[src/rtl/cdb_arbiter_pkg.sv]
// Shared CDB definitions: functional-unit source indices and broadcast field widths.
// Used by the arbiter, control unit and register file.
package cdb_arbiter_pkg;

    localparam int CDB_SRC_W = 3;
    localparam int CDB_RD_W  = 5;

    typedef enum logic [CDB_SRC_W-1:0] {
        SRC_ALU1 = 3'd0,
        SRC_ALU2 = 3'd1,
        SRC_ALU3 = 3'd2,
        SRC_MEM1 = 3'd3,
        SRC_MEM2 = 3'd4,
        SRC_MUL  = 3'd5,
        SRC_DIV  = 3'd6,
        SRC_JUMP = 3'd7
    } cdb_src_e;

endpackage

[src/rtl/cdb_arbiter_if.sv]
// Result-source to CDB bus: per-FU request lanes in, single broadcast out.
// The arbiter takes the slave side; functional units / the bench take master.
interface cdb_arbiter_if #(
    parameter int NUM_SRC = 8,
    parameter int DATA_W  = 32
);
    import cdb_arbiter_pkg::*;

    logic                        flush;
    logic [NUM_SRC-1:0]          req_valid;
    logic [NUM_SRC*CDB_RD_W-1:0] req_rd;
    logic [NUM_SRC*DATA_W-1:0]   req_data;
    logic [NUM_SRC-1:0]          req_ready;
    logic                        cdb_valid;
    logic [CDB_SRC_W-1:0]        cdb_src;
    logic [CDB_RD_W-1:0]         cdb_rd;
    logic [DATA_W-1:0]           cdb_data;

    modport master (
        output flush, req_valid, req_rd, req_data,
        input  req_ready, cdb_valid, cdb_src, cdb_rd, cdb_data
    );

    modport slave (
        input  flush, req_valid, req_rd, req_data,
        output req_ready, cdb_valid, cdb_src, cdb_rd, cdb_data
    );

endinterface

[src/rtl/cdb_rr_picker.sv]
// One-hot pick of the first set request at or after ptr, wrapping modulo N.
// With ptr tied to zero this degenerates to lowest-index-wins.
module cdb_rr_picker #(
    parameter int N     = 8,
    parameter int IDX_W = (N > 1) ? $clog2(N) : 1
) (
    input  logic [N-1:0]     req,
    input  logic [IDX_W-1:0] ptr,
    output logic [N-1:0]     gnt,
    output logic [IDX_W-1:0] gnt_idx,
    output logic             gnt_any
);

    logic [IDX_W:0]   sum;
    logic [IDX_W-1:0] j;

    assign gnt_any = |req;

    always_comb begin
        gnt     = '0;
        gnt_idx = '0;
        sum     = '0;
        j       = '0;
        for (int k = 0; k < N; k++) begin
            sum = {1'b0, ptr} + (IDX_W+1)'(k);
            if (sum >= (IDX_W+1)'(N)) sum = sum - (IDX_W+1)'(N);
            j = sum[IDX_W-1:0];
            if (req[j] && (gnt == '0)) begin
                gnt[j]  = 1'b1;
                gnt_idx = j;
            end
        end
    end

endmodule

[src/rtl/cdb_arbiter.sv]
// Common data bus arbiter: one holding buffer per FU, one broadcast per cycle.
// Define CDB_ROUND_ROBIN_EN for rotating priority; otherwise lowest source index wins.
module cdb_arbiter
    import cdb_arbiter_pkg::*;
#(
    parameter int NUM_SRC = 8,
    parameter int DATA_W  = 32
) (
    input  logic       clk,
    input  logic       rst,
    cdb_arbiter_if.slave bus
);

    localparam int IDX_W = (NUM_SRC > 1) ? $clog2(NUM_SRC) : 1;

    logic [NUM_SRC-1:0]                full_q, full_d;
    logic [NUM_SRC-1:0][CDB_RD_W-1:0]  rd_q, rd_d;
    logic [NUM_SRC-1:0][DATA_W-1:0]    data_q, data_d;
    logic [NUM_SRC-1:0]                grant;
    logic [NUM_SRC-1:0]                req_ready;
    logic [IDX_W-1:0]                  gnt_idx;
    logic [IDX_W-1:0]                  pick_ptr;
    logic                              gnt_any;

    logic                 cdb_valid_q, cdb_valid_d;
    logic [CDB_SRC_W-1:0] cdb_src_q, cdb_src_d;
    logic [CDB_RD_W-1:0]  cdb_rd_q, cdb_rd_d;
    logic [DATA_W-1:0]    cdb_data_q, cdb_data_d;

    cdb_rr_picker #(.N(NUM_SRC), .IDX_W(IDX_W)) u_pick (
        .req     (full_q),
        .ptr     (pick_ptr),
        .gnt     (grant),
        .gnt_idx (gnt_idx),
        .gnt_any (gnt_any)
    );

`ifdef CDB_ROUND_ROBIN_EN
    logic [IDX_W-1:0] ptr_q, ptr_d;

    always_comb begin
        ptr_d = ptr_q;
        if (gnt_any && !bus.flush)
            ptr_d = (gnt_idx == IDX_W'(NUM_SRC-1)) ? '0 : gnt_idx + IDX_W'(1);
    end

    always_ff @(posedge clk or posedge rst) begin
        if (rst) ptr_q <= '0;
        else     ptr_q <= ptr_d;
    end

    assign pick_ptr = ptr_q;
`else
    assign pick_ptr = '0;
`endif

    // A granted buffer drains this cycle, so it may accept a new result in parallel.
    assign req_ready     = ~full_q | grant;
    assign bus.req_ready = req_ready;

    always_comb begin
        full_d      = full_q & ~grant;
        rd_d        = rd_q;
        data_d      = data_q;
        cdb_valid_d = 1'b0;
        cdb_src_d   = cdb_src_q;
        cdb_rd_d    = cdb_rd_q;
        cdb_data_d  = cdb_data_q;

        for (int i = 0; i < NUM_SRC; i++) begin
            if (bus.req_valid[i] && req_ready[i]) begin
                // rd==0 writes nothing architecturally: consume it, never broadcast.
                full_d[i] = (bus.req_rd[CDB_RD_W*i +: CDB_RD_W] != '0);
                rd_d[i]   = bus.req_rd[CDB_RD_W*i +: CDB_RD_W];
                data_d[i] = bus.req_data[DATA_W*i +: DATA_W];
            end
        end

        if (gnt_any && !bus.flush) begin
            cdb_valid_d = 1'b1;
            cdb_src_d   = CDB_SRC_W'(gnt_idx);
            cdb_rd_d    = rd_q[gnt_idx];
            cdb_data_d  = data_q[gnt_idx];
        end

        if (bus.flush) full_d = '0;
    end

    always_ff @(posedge clk or posedge rst) begin
        if (rst) begin
            full_q      <= '0;
            rd_q        <= '0;
            data_q      <= '0;
            cdb_valid_q <= 1'b0;
            cdb_src_q   <= '0;
            cdb_rd_q    <= '0;
            cdb_data_q  <= '0;
        end else begin
            full_q      <= full_d;
            rd_q        <= rd_d;
            data_q      <= data_d;
            cdb_valid_q <= cdb_valid_d;
            cdb_src_q   <= cdb_src_d;
            cdb_rd_q    <= cdb_rd_d;
            cdb_data_q  <= cdb_data_d;
        end
    end

    assign bus.cdb_valid = cdb_valid_q;
    assign bus.cdb_src   = cdb_src_q;
    assign bus.cdb_rd    = cdb_rd_q;
    assign bus.cdb_data  = cdb_data_q;

endmodule

[src/flat_wrapper.sv]
// flat-port wrapper written by rule: the top's interface ports become plain ports
module cdb_arbiter_flat import cdb_arbiter_pkg::*;
#(
    parameter int NUM_SRC = 8,
    parameter int DATA_W  = 32
)
  (clk, rst, bus_flush, bus_req_valid, bus_req_rd, bus_req_data, bus_req_ready, bus_cdb_valid, bus_cdb_src, bus_cdb_rd, bus_cdb_data);
  cdb_arbiter_if #(.NUM_SRC(NUM_SRC), .DATA_W(DATA_W)) bus_i ();
  input  logic clk;
  input  logic rst;
  input wire logic [$bits(bus_i.flush)-1:0] bus_flush;
  input wire logic [$bits(bus_i.req_valid)-1:0] bus_req_valid;
  input wire logic [$bits(bus_i.req_rd)-1:0] bus_req_rd;
  input wire logic [$bits(bus_i.req_data)-1:0] bus_req_data;
  output wire logic [$bits(bus_i.req_ready)-1:0] bus_req_ready;
  output wire logic [$bits(bus_i.cdb_valid)-1:0] bus_cdb_valid;
  output wire logic [$bits(bus_i.cdb_src)-1:0] bus_cdb_src;
  output wire logic [$bits(bus_i.cdb_rd)-1:0] bus_cdb_rd;
  output wire logic [$bits(bus_i.cdb_data)-1:0] bus_cdb_data;
  assign bus_i.flush = bus_flush;
  assign bus_i.req_valid = bus_req_valid;
  assign bus_i.req_rd = bus_req_rd;
  assign bus_i.req_data = bus_req_data;
  assign bus_req_ready = bus_i.req_ready;
  assign bus_cdb_valid = bus_i.cdb_valid;
  assign bus_cdb_src = bus_i.cdb_src;
  assign bus_cdb_rd = bus_i.cdb_rd;
  assign bus_cdb_data = bus_i.cdb_data;
  cdb_arbiter #(.NUM_SRC(NUM_SRC), .DATA_W(DATA_W)) u_core (.clk(clk), .rst(rst), .bus(bus_i));
endmodule
[config.mk]
export PLATFORM = sky130hd
export DESIGN_NAME = cdb_arbiter_flat
export DESIGN_NICKNAME = d
export VERILOG_FILES = /design/src/rtl/cdb_arbiter_pkg.sv /design/src/rtl/cdb_arbiter_if.sv /design/src/rtl/cdb_rr_picker.sv /design/src/rtl/cdb_arbiter.sv /design/src/flat_wrapper.sv
export SDC_FILE = /design/constraint.sdc
export NUM_CORES = 1
export LEC_CHECK = 0
export BUFFER_PORTS_ARGS = -buffer_cell sky130_fd_sc_hd__clkbuf_2
export CAP_MARGIN = 20
export CORE_MARGIN = 2
export CORE_UTILIZATION = 50
export CTS_CLUSTER_DIAMETER = 40
export DETAILED_ROUTE_END_ITERATION = 8
export GPL_TIMING_DRIVEN = 0
export PLACE_DENSITY = 0.79
export SLEW_MARGIN = 20
export SYNTH_ARGS = -nofsm -noshare
export SYNTH_HDL_FRONTEND = slang
export SYNTH_HIERARCHICAL = 1
export SYNTH_SLANG_ARGS = --single-unit
[constraint.sdc]
create_clock -name clk -period 10.25 [get_ports clk]
set_input_delay 1.5375 -clock clk [delete_from_list [all_inputs] [get_ports clk]]
set_output_delay 1.5375 -clock clk [all_outputs]
set_load 0.03 [all_outputs]
---- Word level (Yosys, flattened, before mapping) ----
Cells that the tools add are included.
word-level totals
  logic and storage cells ................. 88
  output and inout port bits .............. 49
  bits of input ports ..................... 307
  bits in registers ....................... 345
cells by class
  reductions and logical operators ........ 33
  muxes and demuxes ....................... 29
  bitwise logic cells ..................... 4
  magnitude comparators ................... 1
operators with widths
  kind                  count
  $bmux W32 S3          1
  $logic_not A8 Y1      7
  $reduce_bool A5 Y1    8
  $mux W32              1
  $mux W3               7
  $logic_and A1 B1 Y1   16
  $mux W8               2
  $not A8 Y8            2
  $bmux W5 S3           1
  $mux W1               11
  $mux W5               2
  $and A8 B8 Y8         1
  $or A8 B8 Y8          1
  $reduce_or A8 Y1      1
  $mux W7               1
  $mux W6               1
  $lt A3 B4 Y1 const B  1
  $mux W4               1
  $mux W2               1
  $logic_not A1 Y1      1

---- Longest topological paths before layout ----
Gate-level depths: netlist (run 1).
  word-level depth ........................ 26
  gate-level depth with buffers ........... 25
  gate-level depth less buffers ........... 17

---- Hierarchy ----
The synthesis (run 1) kept the hierarchy.
by module, submodules not included
  module         sequential area each (um^2)  cells each  instances  area each (um^2)
  cdb_arbiter    8633.3                       1055        1          15476.1
  cdb_rr_picker  0.0                          298         1          2227.1

---- Least setup slack after synthesis (run 1) ----
Ideal clock, no wire load.
  path type ............................... register to output
  start point ............................. reg u_core.full_q[0]
  end point ............................... out bus_req_ready[6]
  arrival ................................. 3753 ps
  cell stages (with the launch flop) ...... 14
  path slack .............................. 4960 ps
  buffers on the path ..................... 1
  data required time ...................... 8713 ps
  cell sequence ........................... dfrtp_1 -> clkbuf_1 -> mux2i_1 -> o2bb2ai_1 -> nor2_1 -> a32o_1 -> or4_1 -> a2111o_1 -> or4b_4 -> o2111ai_4 -> nor2_2 -> a221oi_1 -> o21ai_1 -> nand2b_1
on the way
  word-level cells in the longest chain between the ends .. 21
RTL lines
  item                       RTL line             source
  start: declaration         cdb_arbiter.sv:16    logic [NUM_SRC-1:0] full_q, full_d;
  start signal: assignment   cdb_arbiter.sv:99    full_q <= full_d;
  $mux W1 (*)                cdb_rr_picker.sv:28  if (req[j] && (gnt == '0)) begin
  $logic_not A8 Y1           cdb_rr_picker.sv:28
  $logic_and A1 B1 Y1        cdb_rr_picker.sv:28
  $mux W2 (*)                cdb_rr_picker.sv:28
  $logic_not A8 Y1           cdb_rr_picker.sv:28
  $logic_and A1 B1 Y1        cdb_rr_picker.sv:28
  $mux W3 (*)                cdb_rr_picker.sv:28
  $logic_not A8 Y1           cdb_rr_picker.sv:28
  [6 not listed]             n/a
  $logic_and A1 B1 Y1        cdb_rr_picker.sv:28
  $mux W6 (*)                cdb_rr_picker.sv:28
  $logic_not A8 Y1 (*)       cdb_rr_picker.sv:28
  $logic_and A1 B1 Y1 (*)    cdb_rr_picker.sv:28
  $mux W7 (*)                cdb_rr_picker.sv:28
  $mux W8 (*)                cdb_rr_picker.sv:28
  named net u_core.grant[6]  cdb_arbiter.sv:19    logic [NUM_SRC-1:0] grant;
  $or A8 B8 Y8 (*)           cdb_arbiter.sv:58    assign req_ready = ~full_q | grant;
  end: declaration           flat_wrapper.sv:15   output wire logic [$bits(bus_i.req_ready)-1:0] bus_req_ready;
The timed path passes the listed nets; every way through them passes the cells marked *.

---- Worst setup path in the final report (run 1) ----
  start point ............................. reg u_core.full_q[0]
  end point ............................... out bus_req_ready[7]
on the way
  word-level cells in the longest chain between the ends .. 23
RTL lines
  item                       RTL line
  $mux W1 (*)                cdb_rr_picker.sv:28
  $logic_not A8 Y1           cdb_rr_picker.sv:28
  $logic_and A1 B1 Y1        cdb_rr_picker.sv:28
  $mux W2 (*)                cdb_rr_picker.sv:28
  $logic_not A8 Y1           cdb_rr_picker.sv:28
  $logic_and A1 B1 Y1        cdb_rr_picker.sv:28
  $mux W3 (*)                cdb_rr_picker.sv:28
  $logic_not A8 Y1           cdb_rr_picker.sv:28
  [8 not listed]             n/a
  $logic_not A8 Y1           cdb_rr_picker.sv:28
  $logic_and A1 B1 Y1        cdb_rr_picker.sv:28
  $mux W7 (*)                cdb_rr_picker.sv:28
  $logic_not A8 Y1 (*)       cdb_rr_picker.sv:28
  $logic_and A1 B1 Y1 (*)    cdb_rr_picker.sv:28
  $mux W8 (*)                cdb_rr_picker.sv:28
  named net u_core.grant[7]  cdb_arbiter.sv:19
  $or A8 B8 Y8 (*)           cdb_arbiter.sv:58
Marked as above.

==> results of run 1 <==
worst max-delay path: cells and delay by family (launching register included):
kind | cells | cell delay (ns)
AO/OA/AOI/OAI | 7 | 2.49
AND/OR/NAND/NOR | 4 | 1.35
buffers and inverters | 2 | 0.64
multiplexers | 1 | 0.21
flip-flops | 1 | 0.36
area by class of cell:
cell class	count	share of cell area, %
Antenna cell	11	0.125
Tap cell	455	2.58
Sequential cell	345	39.1
Timing Repair Buffer	366	9.22
Clock inverter	30	1.68
Clock buffer	57	5.92
Buffer	90	2.54
Inverter	9	0.170
Multi-Input combinational cell	923	38.6
synthesized netlist by cell type, types with 6 or more instances:
library cell  count  area share, %
a21oi_1          18           0.51
clkbuf_1         26           0.55
o31ai_2          37            2.6
o22ai_1          40            1.4
or4_1            13           0.55
o21ai_0          22           0.62
o21ai_1           7           0.20
nand2_2           9           0.32
a22o_1           38            1.9
buf_6             8           0.51
mux2i_1          87            4.9
buf_2            44            1.2
mux2_1           35            2.2
dfrtp_1         345             49
mux4_2           12            1.5
nor2b_1           7           0.25
mux2_2          339             22
a221oi_1          8           0.40
ha_1              6           0.42
nand2_1          70            1.5
a31oi_1           7           0.25
nand2b_1         12           0.42
inv_1             8           0.17
nor3_1            7           0.20
nor2_1           30           0.64
power by group through the flow:
stage | clock [W] | sequential [W] | combinational [W]
final | 0.00172 | 0.00183 | 0.00206
after global routing | 0.00180 | 0.00186 | 0.00217
after CTS | 0.00174 | 0.00183 | 0.00203
after detailed placement | 0 | 0.00185 | 0.00201
after global placement | 0 | 0.00183 | 0.00197
after floorplan | 0 | 0.00196 | 0.00128
flip-flops by register name (all words and copies together) (netlist names):
signal / flops
u_core/data_q: 256
u_core/rd_q: 40
u_core/bus.cdb_data: 32
u_core/full_q: 8
u_core/bus.cdb_rd: 5
u_core/bus.cdb_src: 3
u_core/bus.cdb_valid: 1
path summary, 6_finish.rpt:
| check | start | to | depth (start not counted) |
|---|---|---|---|
| max | u_core/full_q[0] | bus_req_ready[7] | 14 |
| min | u_core/bus.cdb_rd[0] | u_core/bus.cdb_rd[0] | 2 |
| max reg2reg | u_core/full_q[0] | u_core/bus.cdb_data[20] | 16 |
| min reg2reg | u_core/bus.cdb_rd[0] | u_core/bus.cdb_rd[0] | 2 |
| max in group asynchronous | rst | u_core/bus.cdb_data[24] | 6 |
| min in group asynchronous | rst | u_core/data_q[5] | 2 |
per-stage QoR:
| stage | total power (W) | hold WS [ns] |
|---|---|---|
| finish | 0.00561 | 0.481 |
| global route | 0.00583 | 0.499 |
| CTS | 0.00560 | 0.483 |
| detailed placement | 0.00386 | 0.471 |
| global placement | 0.00380 | 0.468 |
| floorplan | 0.00323 | 0.472 |
kinds of logic (layout without fill, tap and decap cells):
group                    Yosys count  count (layout)  share of synthesized area, %
AO/OA/AOI/OAI                    246             246                          11.8
XOR/XNOR                           4               4                         0.283
adder cells (fa/ha/maj)            6               6                         0.424
buffers and inverters             99             552                          3.36
flip-flops                       345             345                          48.8
multiplexers                     473             473                          30.2
other                              1              26                        0.0212
AND/OR/NAND/NOR                  179             179                          5.09
routing by layer:
layer	track usage, %	vias to the layer above	wire [µm]	share of wire (%)
met5	0	-	11	0.019
met2	52.7	609	28800	49
li1	-	5971	-	-
met1	39.9	6931	22800	39
met3	7.02	162	4520	7.7
met4	16.5	2	3030	5.1
==> results.sh, run 1 <==
export IMPL_cp_common_cell="nor2_1"
export IMPL_drv_cap=0
export IMPL_grt_pass1_vias=14500
export IMPL_grt_pass1_wl_mm=87.5
export IMPL_setup_viol=0
export IMPL_post_cts_resized=0
export IMPL_drive_gt1_share_pct=51.3
export IMPL_cts_root_buffer="clkbuf_16"
export IMPL_die_y_um=192
export IMPL_drc=0
export IMPL_fin_tns_setup_ns=0
export IMPL_n_fill_cell=2670
export IMPL_synth_warning_count=6
export IMPL_place_gp_congestion=0.970
export IMPL_worstPathMaxFanout=10
export IMPL_cts_tree="done"
export IMPL_ir_drop_mv=0.215
export IMPL_holdCritPathClass="flip-flop to flip-flop"
export IMPL_area_growth_pct=24.7
export IMPL_nNetsFinal=2096
export IMPL_avgSynthCellArea_um2=13.1
export IMPL_holdBufCountCts=0
export IMPL_dp_slack_ns=3.96
export IMPL_core_mm2=0.0347
export IMPL_final_setup_worst_slack_ns=3.07
export IMPL_post_dp_hpwl_mm=44.3
export IMPL_final_cell_count_no_fill=2286
export IMPL_yosysUniqueCellTypes=88
export IMPL_multi_input_area_mm2=0.00853
export IMPL_clockPowerShare_pct=30.6
export IMPL_final_cell_mix="354 x clkbuf_2, 345 x dfrtp_1, 339 x mux2_2"
export IMPL_wirelength_mm=59.1
export IMPL_ys_flop_type="dfrtp_1"
export IMPL_ys_ff_latch=345
export IMPL_status="complete, no violations"
export IMPL_num_vias=13700
export IMPL_rsz0062_at_grt="false"
export IMPL_yosysSeqAreaShare_pct=48.8
export IMPL_place_port_buffers=354
export IMPL_critPathMaxStageDelay_ns=0.66
export IMPL_wl_per_cell_um=25.9
export IMPL_hold_violations=0
export IMPL_async_reset_ff_share_pct=100
export IMPL_grt_max_degree=35
export IMPL_start_util_pct=51.0
export IMPL_required_ns=8.71
export IMPL_p_leak_nw=9.88
export IMPL_slew_headroom_pct=31.8
export IMPL_max_freq_mhz=139
export IMPL_p_int_w=0.00360
export IMPL_finalCritPeriodShare_pct=70.0
export IMPL_crit_chain="clkbuf_1 -> mux2i_1 -> o2bb2ai_1 -> nor2_1 -> a32oi_1 -> o31ai_1 -> nor2_1 -> a221oi_1 -> o2111ai_1 -> a2111oi_4 -> nand2_1 -> o21ai_1 -> nand2b_1 -> clkbuf_2"
export IMPL_grt_antenna_before_repair=9
export IMPL_grt_use_total_pct=32.1
export IMPL_syn_instance_count=1353
export IMPL_path_class="flip-flop to output port"
export IMPL_cts_sinks=345
export IMPL_numCtsBuffers=48
export IMPL_r2r_slack_ns=4.00
export IMPL_routed_via_density=5.98
export IMPL_p_sw_w=0.00201
export IMPL_p_sw_share_pct=35.8
export IMPL_tightest_slew_ns=1.02
export IMPL_dpl_instance_area_mm2=0.0204
export IMPL_overflow=0
export IMPL_final_util_pct=63.6
export IMPL_die_x_um=192
export IMPL_pwr_share_seq_pct=32.7
export IMPL_cpMaxStageDelayCell="a2111oi_4"
export IMPL_start_kind="flip-flop"
export IMPL_postCtsSetupRepairBufs=0
export IMPL_netlist_area_mm2=0.0177
export IMPL_maxSlewViolCount=0
export IMPL_cp_end_kind="output port"
export IMPL_clk_pin_slew_ns=0.05
export IMPL_power_density_mw_per_mm2=254
export IMPL_seqCellArea_mm2=0.00863
export IMPL_num_rows=68
export IMPL_cts_max_level=2
export IMPL_first_iter_violations=945
export IMPL_dieArea_mm2=0.0369
export IMPL_drtAntennaViolNets=0
export IMPL_io_pins=356
export IMPL_final_area_mm2=0.0221
export IMPL_cts_buffer_depth=3
export IMPL_dp_cells=2188
export IMPL_synth_edff_count=0
export IMPL_combinationalPowerShare_pct=36.7
export IMPL_finalClockSkew_ns=0.0132
export IMPL_final_common_cell="clkbuf_2"
export IMPL_period_needed_ns=7.18
export IMPL_first_pass_iters=6
export IMPL_arrival_ns=5.64
export IMPL_clkLatencyLatePin_ns=0.58
No activity file was read; power rests on OpenSTA's default activity.
==> run 2, diff against run 1 <==
--- a/config.mk
+++ b/config.mk
@@ -5,14 +5,15 @@
 export SDC_FILE = /design/constraint.sdc
 export NUM_CORES = 1
 export LEC_CHECK = 0
+export ABC_AREA = 1
 export BUFFER_PORTS_ARGS = -buffer_cell sky130_fd_sc_hd__clkbuf_2
 export CAP_MARGIN = 20
 export CORE_MARGIN = 2
-export CORE_UTILIZATION = 50
+export CORE_UTILIZATION = 56
 export CTS_CLUSTER_DIAMETER = 40
 export DETAILED_ROUTE_END_ITERATION = 8
 export GPL_TIMING_DRIVEN = 0
-export PLACE_DENSITY = 0.79
+export PLACE_DENSITY = 0.83
 export SLEW_MARGIN = 20
 export SYNTH_ARGS = -nofsm -noshare
 export SYNTH_HDL_FRONTEND = slang
==> constraint.sdc (replaced) <==
create_clock -name clk -period 6.8 [get_ports clk]
set_input_delay 1.02 -clock clk [delete_from_list [all_inputs] [get_ports clk]]
set_output_delay 1.02 -clock clk [all_outputs]
set_load 0.03 [all_outputs]
==> run 2 against run 1 <==
Non-clock buffer count is 61 higher. Critical endpoint unchanged. Clock skew rose by 0.013 ns. Count of clock-buffer cells in the layout shrank 3. Synthesized area is 2.4% higher. Design area is 0.95% higher. Wire length increased by 16%. Register-to-register slack worse by 2.9 ns. Die area fell by 8.4%. Global-route usage is 8.3 points higher. Highest routed layer is now met4.
==> results.sh, run 2 <==
export IMPL_setup_viol=0
export IMPL_final_cell_mix="869 x nand2_1, 419 x nand3_1, 354 x clkbuf_2"
export IMPL_worstRegToRegCells=45
export IMPL_cts_buffer_depth=3
export IMPL_cts_tree="done"
export IMPL_first_pass_iters=6
export IMPL_clkLatencyLatePin_ns=0.55
export IMPL_yosysUniqueCellTypes=38
export IMPL_holdBufCountCts=0
export IMPL_routed_via_density=5.74
export IMPL_yosysSeqAreaShare_pct=47.6
export IMPL_syn_instance_count=2484
export IMPL_grt_use_total_pct=40.4
export IMPL_synth_common_cells="870 x nand2_1, 419 x nand3_1, 345 x dfrtp_1, 220 x inv_1, 191 x nor2_1"
export IMPL_p_leak_nw=12.3
export IMPL_nNetsFinal=3226
export IMPL_cts_max_level=2
export IMPL_dp_slack_ns=0.783
export IMPL_seqCellArea_mm2=0.00863
export IMPL_grt_max_degree=36
export IMPL_arrival_ns=5.23
export IMPL_max_freq_mhz=160
export IMPL_cp_common_cell="nand2_1"
export IMPL_place_port_buffers=354
export IMPL_grt_antenna_before_repair=1
export IMPL_path_class="flip-flop to output port"
export IMPL_drc=0
export IMPL_finalCritPeriodShare_pct=91.8
export IMPL_rsz0062_at_grt="false"
export IMPL_status="complete, no violations"
export IMPL_grt_pass1_vias=18600
export IMPL_num_rows=65
export IMPL_ys_ff_latch=345
export IMPL_power_density_mw_per_mm2=403
export IMPL_slew_headroom_pct=47.9
export IMPL_start_kind="flip-flop"
export IMPL_wirelength_mm=68.3
export IMPL_worstPathMaxFanout=12
export IMPL_yosysTopAreaCell="dfrtp_1"
export IMPL_cp_endpoint="bus_req_ready[7]"
export IMPL_cts_root_buffer="clkbuf_16"
export IMPL_dieArea_mm2=0.0338
export IMPL_ys_flop_type="dfrtp_1"
export IMPL_fin_tns_setup_ns=0
export IMPL_overflow=0
export IMPL_critPathMaxStageDelay_ns=0.46
export IMPL_hold_violations=0
export IMPL_async_reset_ff_share_pct=100
export IMPL_maxSlewViolCount=0
export IMPL_synthTopCellsByArea="dfrtp_1 48%, nand2_1 18%, nand3_1 12%, inv_1 4.6%, a21oi_1 4.4%"
export IMPL_io_pins=356
export IMPL_avgSynthCellArea_um2=7.30
export IMPL_n_antenna_cell=0
export IMPL_clk_pin_slew_ns=0.06
export IMPL_postCtsSetupRepairBufs=0
export IMPL_die_y_um=184
export IMPL_final_common_cell="nand2_1"
export IMPL_required_ns=5.78
export IMPL_r2r_slack_ns=1.12
export IMPL_largest_reg_flops=256
export IMPL_yosysMostFrequentCell="nand2_1"
export IMPL_die_x_um=184
export IMPL_drtAntennaViolNets=0
export IMPL_num_vias=19200
export IMPL_synth_warning_count=6
export IMPL_start_util_pct=57.2
export IMPL_drv_cap=0
export IMPL_synth_top_area_share_pct=47.6
export IMPL_cpMaxStageDelayCell="dfrtp_1"
export IMPL_finalClockSkew_ns=0.0261
export IMPL_r2r_start="u_core/full_q[0]"
export IMPL_crit_start="u_core/full_q[0]"
export IMPL_wl_per_cell_um=20.4
export IMPL_final_area_mm2=0.0223
export IMPL_final_setup_worst_slack_ns=0.554
export IMPL_core_mm2=0.0317
export IMPL_cts_sinks=345
export IMPL_dpl_instance_area_mm2=0.0207
export IMPL_holdCritPathClass="primary input to async pin"
export IMPL_first_iter_violations=2231
export IMPL_ir_drop_mv=0.265
export IMPL_n_fill_cell=2579
export IMPL_period_needed_ns=6.25
export IMPL_multi_input_area_mm2=0.00777
export IMPL_regMostFlops="u_core/data_q"
export IMPL_netlist_area_mm2=0.0181
export IMPL_grt_pass1_wl_mm=103
export IMPL_place_gp_congestion=0.972
export IMPL_cp_end_kind="output port"
export IMPL_numCtsBuffers=45
export IMPL_area_growth_pct=22.9
export IMPL_synth_edff_count=0
export IMPL_r2r_end="u_core/bus.cdb_data[27]"
export IMPL_tightest_slew_ns=0.781
export IMPL_drive_gt1_share_pct=21.5
export IMPL_post_dp_hpwl_mm=53.1
==> run 2: changes by cell type after synthesis, sizes merged, moves of 38 or more <==
| cell | previous run | this run |
|---|---|---|
| a22o | 38 | 0 |
| o22ai | 41 | 2 |
| inv | 8 | 231 |
| nor2 | 32 | 210 |
| o31ai | 39 | 0 |
| mux2i | 87 | 0 |
| a21oi | 18 | 161 |
| nand2 | 79 | 890 |
| mux2 | 374 | 0 |
| nand3 | 4 | 429 |
| buf | 64 | 122 |
==> run 2: what timing repair did <==
action,4_1_cts,5_1_grt
resized for setup,0,3
endpoints found under the hold margin,0,0
endpoints found under the setup margin,0,2
==> run 2: critical path, delay by kind of cell, from the launching register on <==
family	cells	cell delay, ns
flops	1	0.46
simple gates	37	3.34
buf+inv	6	0.89
==> run 2: power breakdown <==
part           total [W]  switching, W  internal (W)  leakage [nW]
Sequential       0.00276      0.000258       0.00250          4.05
Combinational    0.00379       0.00267       0.00112          7.51
Clock            0.00244      0.000962       0.00148         0.743
Total            0.00898       0.00388       0.00510          12.3
==> run 2: logic make-up (layout without fill, tap and decap cells) <==
family	count (synthesis)	in the layout	share of synthesized area, %
buffers and inverters	387	833	9.94
other	1	20	0.0207
AO/OA/AOI/OAI	195	195	5.54
adder cells (fa/ha/maj)	6	6	0.414
flip-flops	345	345	47.6
AND/OR/NAND/NOR	1550	1550	36.5
==> run 2: layout make-up <==
type,count,area share (%)
repair buffers,365,8.98
inverters,233,3.98
plain buffers,152,4.09
flip-flops and latches,345,38.8
clock buffers,54,5.57
clock inverters,29,1.47
multi-input cells,1771,34.9
well taps,402,2.26
==> run 2: through the flow <==
| stage | instances | util (%) | total power [W] | hold slack, ns |
|---|---|---|---|---|
| global route | 3351 | 70.2 | 0.00935 | 0.478 |
| global placement | 3259 | 64.6 | 0.00627 | 0.454 |
| detailed placement | 3270 | 65.3 | 0.00637 | 0.458 |
| floorplan | 2503 | - | 0.00507 | 0.442 |
| finish | 3351 | 70.2 | 0.00898 | 0.468 |
| CTS | 3353 | 70.2 | 0.00881 | 0.471 |
==> run 2: worst min path at each step <==
stage	startpoint	depth (start not counted)	slack (ns)	endpoint
after detailed placement	u_core/data_q[161]	2	0.46	u_core/data_q[161]
after floorplan	u_core/data_q[100]	2	0.44	u_core/data_q[100]
after CTS	rst	2	0.47	u_core/rd_q[7]
after global routing	rst	2	0.48	u_core/data_q[126]
final	rst	2	0.47	u_core/rd_q[15]
after global placement	u_core/rd_q[22]	2	0.45	u_core/rd_q[22]
==> run 2: layer usage <==
metal	share of wire, %	up-vias	global-route usage [%]
li1	-	8659	-
met1	38	9010	53.0
met2	46	1330	64.1
met3	11	223	8.16
met4	5.1	0	19.9
met5	0	-	0
==> run 3, diff against run 2 <==
--- a/config.mk
+++ b/config.mk
@@ -5,7 +5,7 @@
 export SDC_FILE = /design/constraint.sdc
 export NUM_CORES = 1
 export LEC_CHECK = 0
-export ABC_AREA = 1
+export ABC_AREA = 0
 export BUFFER_PORTS_ARGS = -buffer_cell sky130_fd_sc_hd__clkbuf_2
 export CAP_MARGIN = 20
 export CORE_MARGIN = 2
@@ -14,6 +14,7 @@
 export DETAILED_ROUTE_END_ITERATION = 8
 export GPL_TIMING_DRIVEN = 0
 export PLACE_DENSITY = 0.83
+export SKIP_CTS_REPAIR_TIMING = 1
 export SLEW_MARGIN = 20
 export SYNTH_ARGS = -nofsm -noshare
 export SYNTH_HDL_FRONTEND = slang
==> run 3 against run 2 <==
Critical path depth is 24 lower. Worst hold slack got worse by 0.019 ns. Combinational power down 18%. Largest power group unchanged.
==> results.sh, run 3 (same netlist as run 1, synthesis figures left out) <==
export IMPL_required_ns=7.26
export IMPL_io_pins=356
export IMPL_worstPathMaxFanout=10
export IMPL_final_area_mm2=0.0219
export IMPL_first_pass_iters=5
export IMPL_status="complete, no violations"
export IMPL_drive_gt1_share_pct=51.2
export IMPL_post_dp_hpwl_mm=43.1
export IMPL_p_total_w=0.00836
export IMPL_drv_cap=0
export IMPL_cp_common_cell="buf_4"
export IMPL_final_cell_count_no_fill=2233
export IMPL_dp_cells=2134
export IMPL_core_mm2=0.0313
export IMPL_n_fill_cell=2176
export IMPL_grt_pass1_wl_mm=87.9
export IMPL_clk_pin_slew_ns=0.06
export IMPL_setup_viol=0
export IMPL_cpMaxStageDelayCell="buf_1"
export IMPL_cp_end_kind="flip-flop"
export IMPL_nNetsFinal=2098
export IMPL_period_needed_ns=6.46
export IMPL_tightest_slew_ns=1.00
export IMPL_rsz0062_at_grt="false"
export IMPL_grt_use_total_pct=35.2
export IMPL_drc=0
export IMPL_start_util_pct=56.5
export IMPL_final_cell_mix="354 x clkbuf_2, 345 x dfrtp_1, 339 x mux2_2"
export IMPL_final_util_pct=70.0
export IMPL_grt_antenna_before_repair=9
export IMPL_drtAntennaViolNets=0
export IMPL_die_y_um=182
export IMPL_final_common_cell="clkbuf_2"
export IMPL_maxSlewViolCount=0
export IMPL_first_iter_violations=1086
export IMPL_final_setup_worst_slack_ns=0.339
export IMPL_path_class="flip-flop to flip-flop"
export IMPL_largest_reg_flops=256
export IMPL_place_gp_congestion=0.995
export IMPL_routed_via_density=6.21
export IMPL_grt_pass1_vias=14800
export IMPL_slew_headroom_pct=33.3
export IMPL_numCtsBuffers=47
export IMPL_wirelength_mm=58.6
export IMPL_place_port_buffers=354
export IMPL_finalClockSkew_ns=0.0253
export IMPL_hold_violations=0
export IMPL_cts_tree="done"
export IMPL_grt_max_degree=37
export IMPL_num_vias=13900
export IMPL_wl_per_cell_um=26.2
export IMPL_clkLatencyLatePin_ns=0.56
export IMPL_cts_buffer_depth=3
export IMPL_die_x_um=182
export IMPL_ir_drop_mv=0.273
export IMPL_cts_root_buffer="clkbuf_16"
export IMPL_power_density_mw_per_mm2=382
export IMPL_max_freq_mhz=155
export IMPL_finalCritPeriodShare_pct=95.0
export IMPL_cts_sinks=345
export IMPL_num_rows=65
export IMPL_dieArea_mm2=0.0331
export IMPL_p_leak_nw=9.83
export IMPL_arrival_ns=6.92
export IMPL_start_kind="flip-flop"
export IMPL_critPathMaxStageDelay_ns=0.74
export IMPL_cts_max_level=2
export IMPL_crit_chain="clkbuf_1 -> mux4_2 -> nand2_1 -> a21o_1 -> a221o_1 -> a2111oi_2 -> nand4_1 -> a31oi_1 -> or4b_4 -> o2111ai_4 -> a2111oi_4 -> buf_4 -> buf_4 -> nor2_1 -> a21oi_1 -> nand2b_1 -> buf_1 -> o22ai_1 -> o31ai_2"
export IMPL_overflow=0
export IMPL_dp_slack_ns=0.455
export IMPL_dpl_instance_area_mm2=0.0203
export IMPL_holdCritPathClass="primary input to async pin"
export IMPL_area_growth_pct=23.8
export IMPL_regMostFlops="u_core/data_q"
==> run 3: cell count changes in the layout (fill, tap and decap cells not counted), moves of 15 or more <==
cell,change
o31ai_2,+37
nand3_1,-415
mux2_2,+339
buf_2,-40
nor2_1,-161
mux2i_1,+87
mux2_1,+35
a22o_1,+38
inv_1,-212
o22ai_1,+38
a21oi_1,-142
buf_6,-15
nand2_1,-799
==> run 3: layout make-up <==
class	instances	area [µm²]	area share, %
diodes	8	20.0	0.0913
plain buffers	90	561	2.56
clock buffers	58	1260	5.74
clock inverters	29	354	1.62
inverters	9	37.5	0.171
multi-input cells	923	8530	38.9
flip-flops and latches	345	8630	39.4
well taps	402	503	2.29
repair buffers	369	2030	9.26
==> run 3: through the flow <==
stage               TNS, ns  hold slack (ns)
detailed placement        0            0.474
global route              0            0.465
floorplan                 0            0.472
CTS                       0            0.442
finish                    0            0.449
global placement    -192.40            0.467
==> run 3: worst paths after layout <==
path                                   startpoint                 endpoint  slack [ns]  depth (start not counted)
max                              u_core/full_q[4]  u_core/bus.cdb_data[20]        0.34                         19
min                                           rst        u_core/data_q[76]        0.45                          2
max reg2reg                      u_core/full_q[4]  u_core/bus.cdb_data[20]        0.34                         19
min reg2reg                u_core/bus.cdb_data[7]   u_core/bus.cdb_data[7]        0.49                          2
max in group asynchronous                     rst          u_core/rd_q[39]        5.08                          6
min in group clk           u_core/bus.cdb_data[7]   u_core/bus.cdb_data[7]        0.49                          2
==> run 3: critical path, delay by kind of cell (launching register included) <==
family	cells	cell delay [ns]
AO/OA/AOI/OAI	9	3.25
buffers and inverters	4	1.43
AND/OR/NAND/NOR	5	0.94
flip-flops	1	0.42
multiplexers	1	0.33
==> run 3: metal layers <==
metal | vias to the layer above | GRT usage, % | routed length (µm)
met5 | - | 0 | 0
met4 | 0 | 19.3 | 3370
met3 | 186 | 7.18 | 4460
met2 | 686 | 56.6 | 27500
met1 | 7029 | 44.9 | 23200
li1 | 5972 | - | -
==> run 3: report_power, final <==
group	internal, W	switching, W	total, W
Sequential	0.00251	0.000256	0.00276
Combinational	0.00133	0.00178	0.00312
Clock	0.00150	0.000988	0.00249
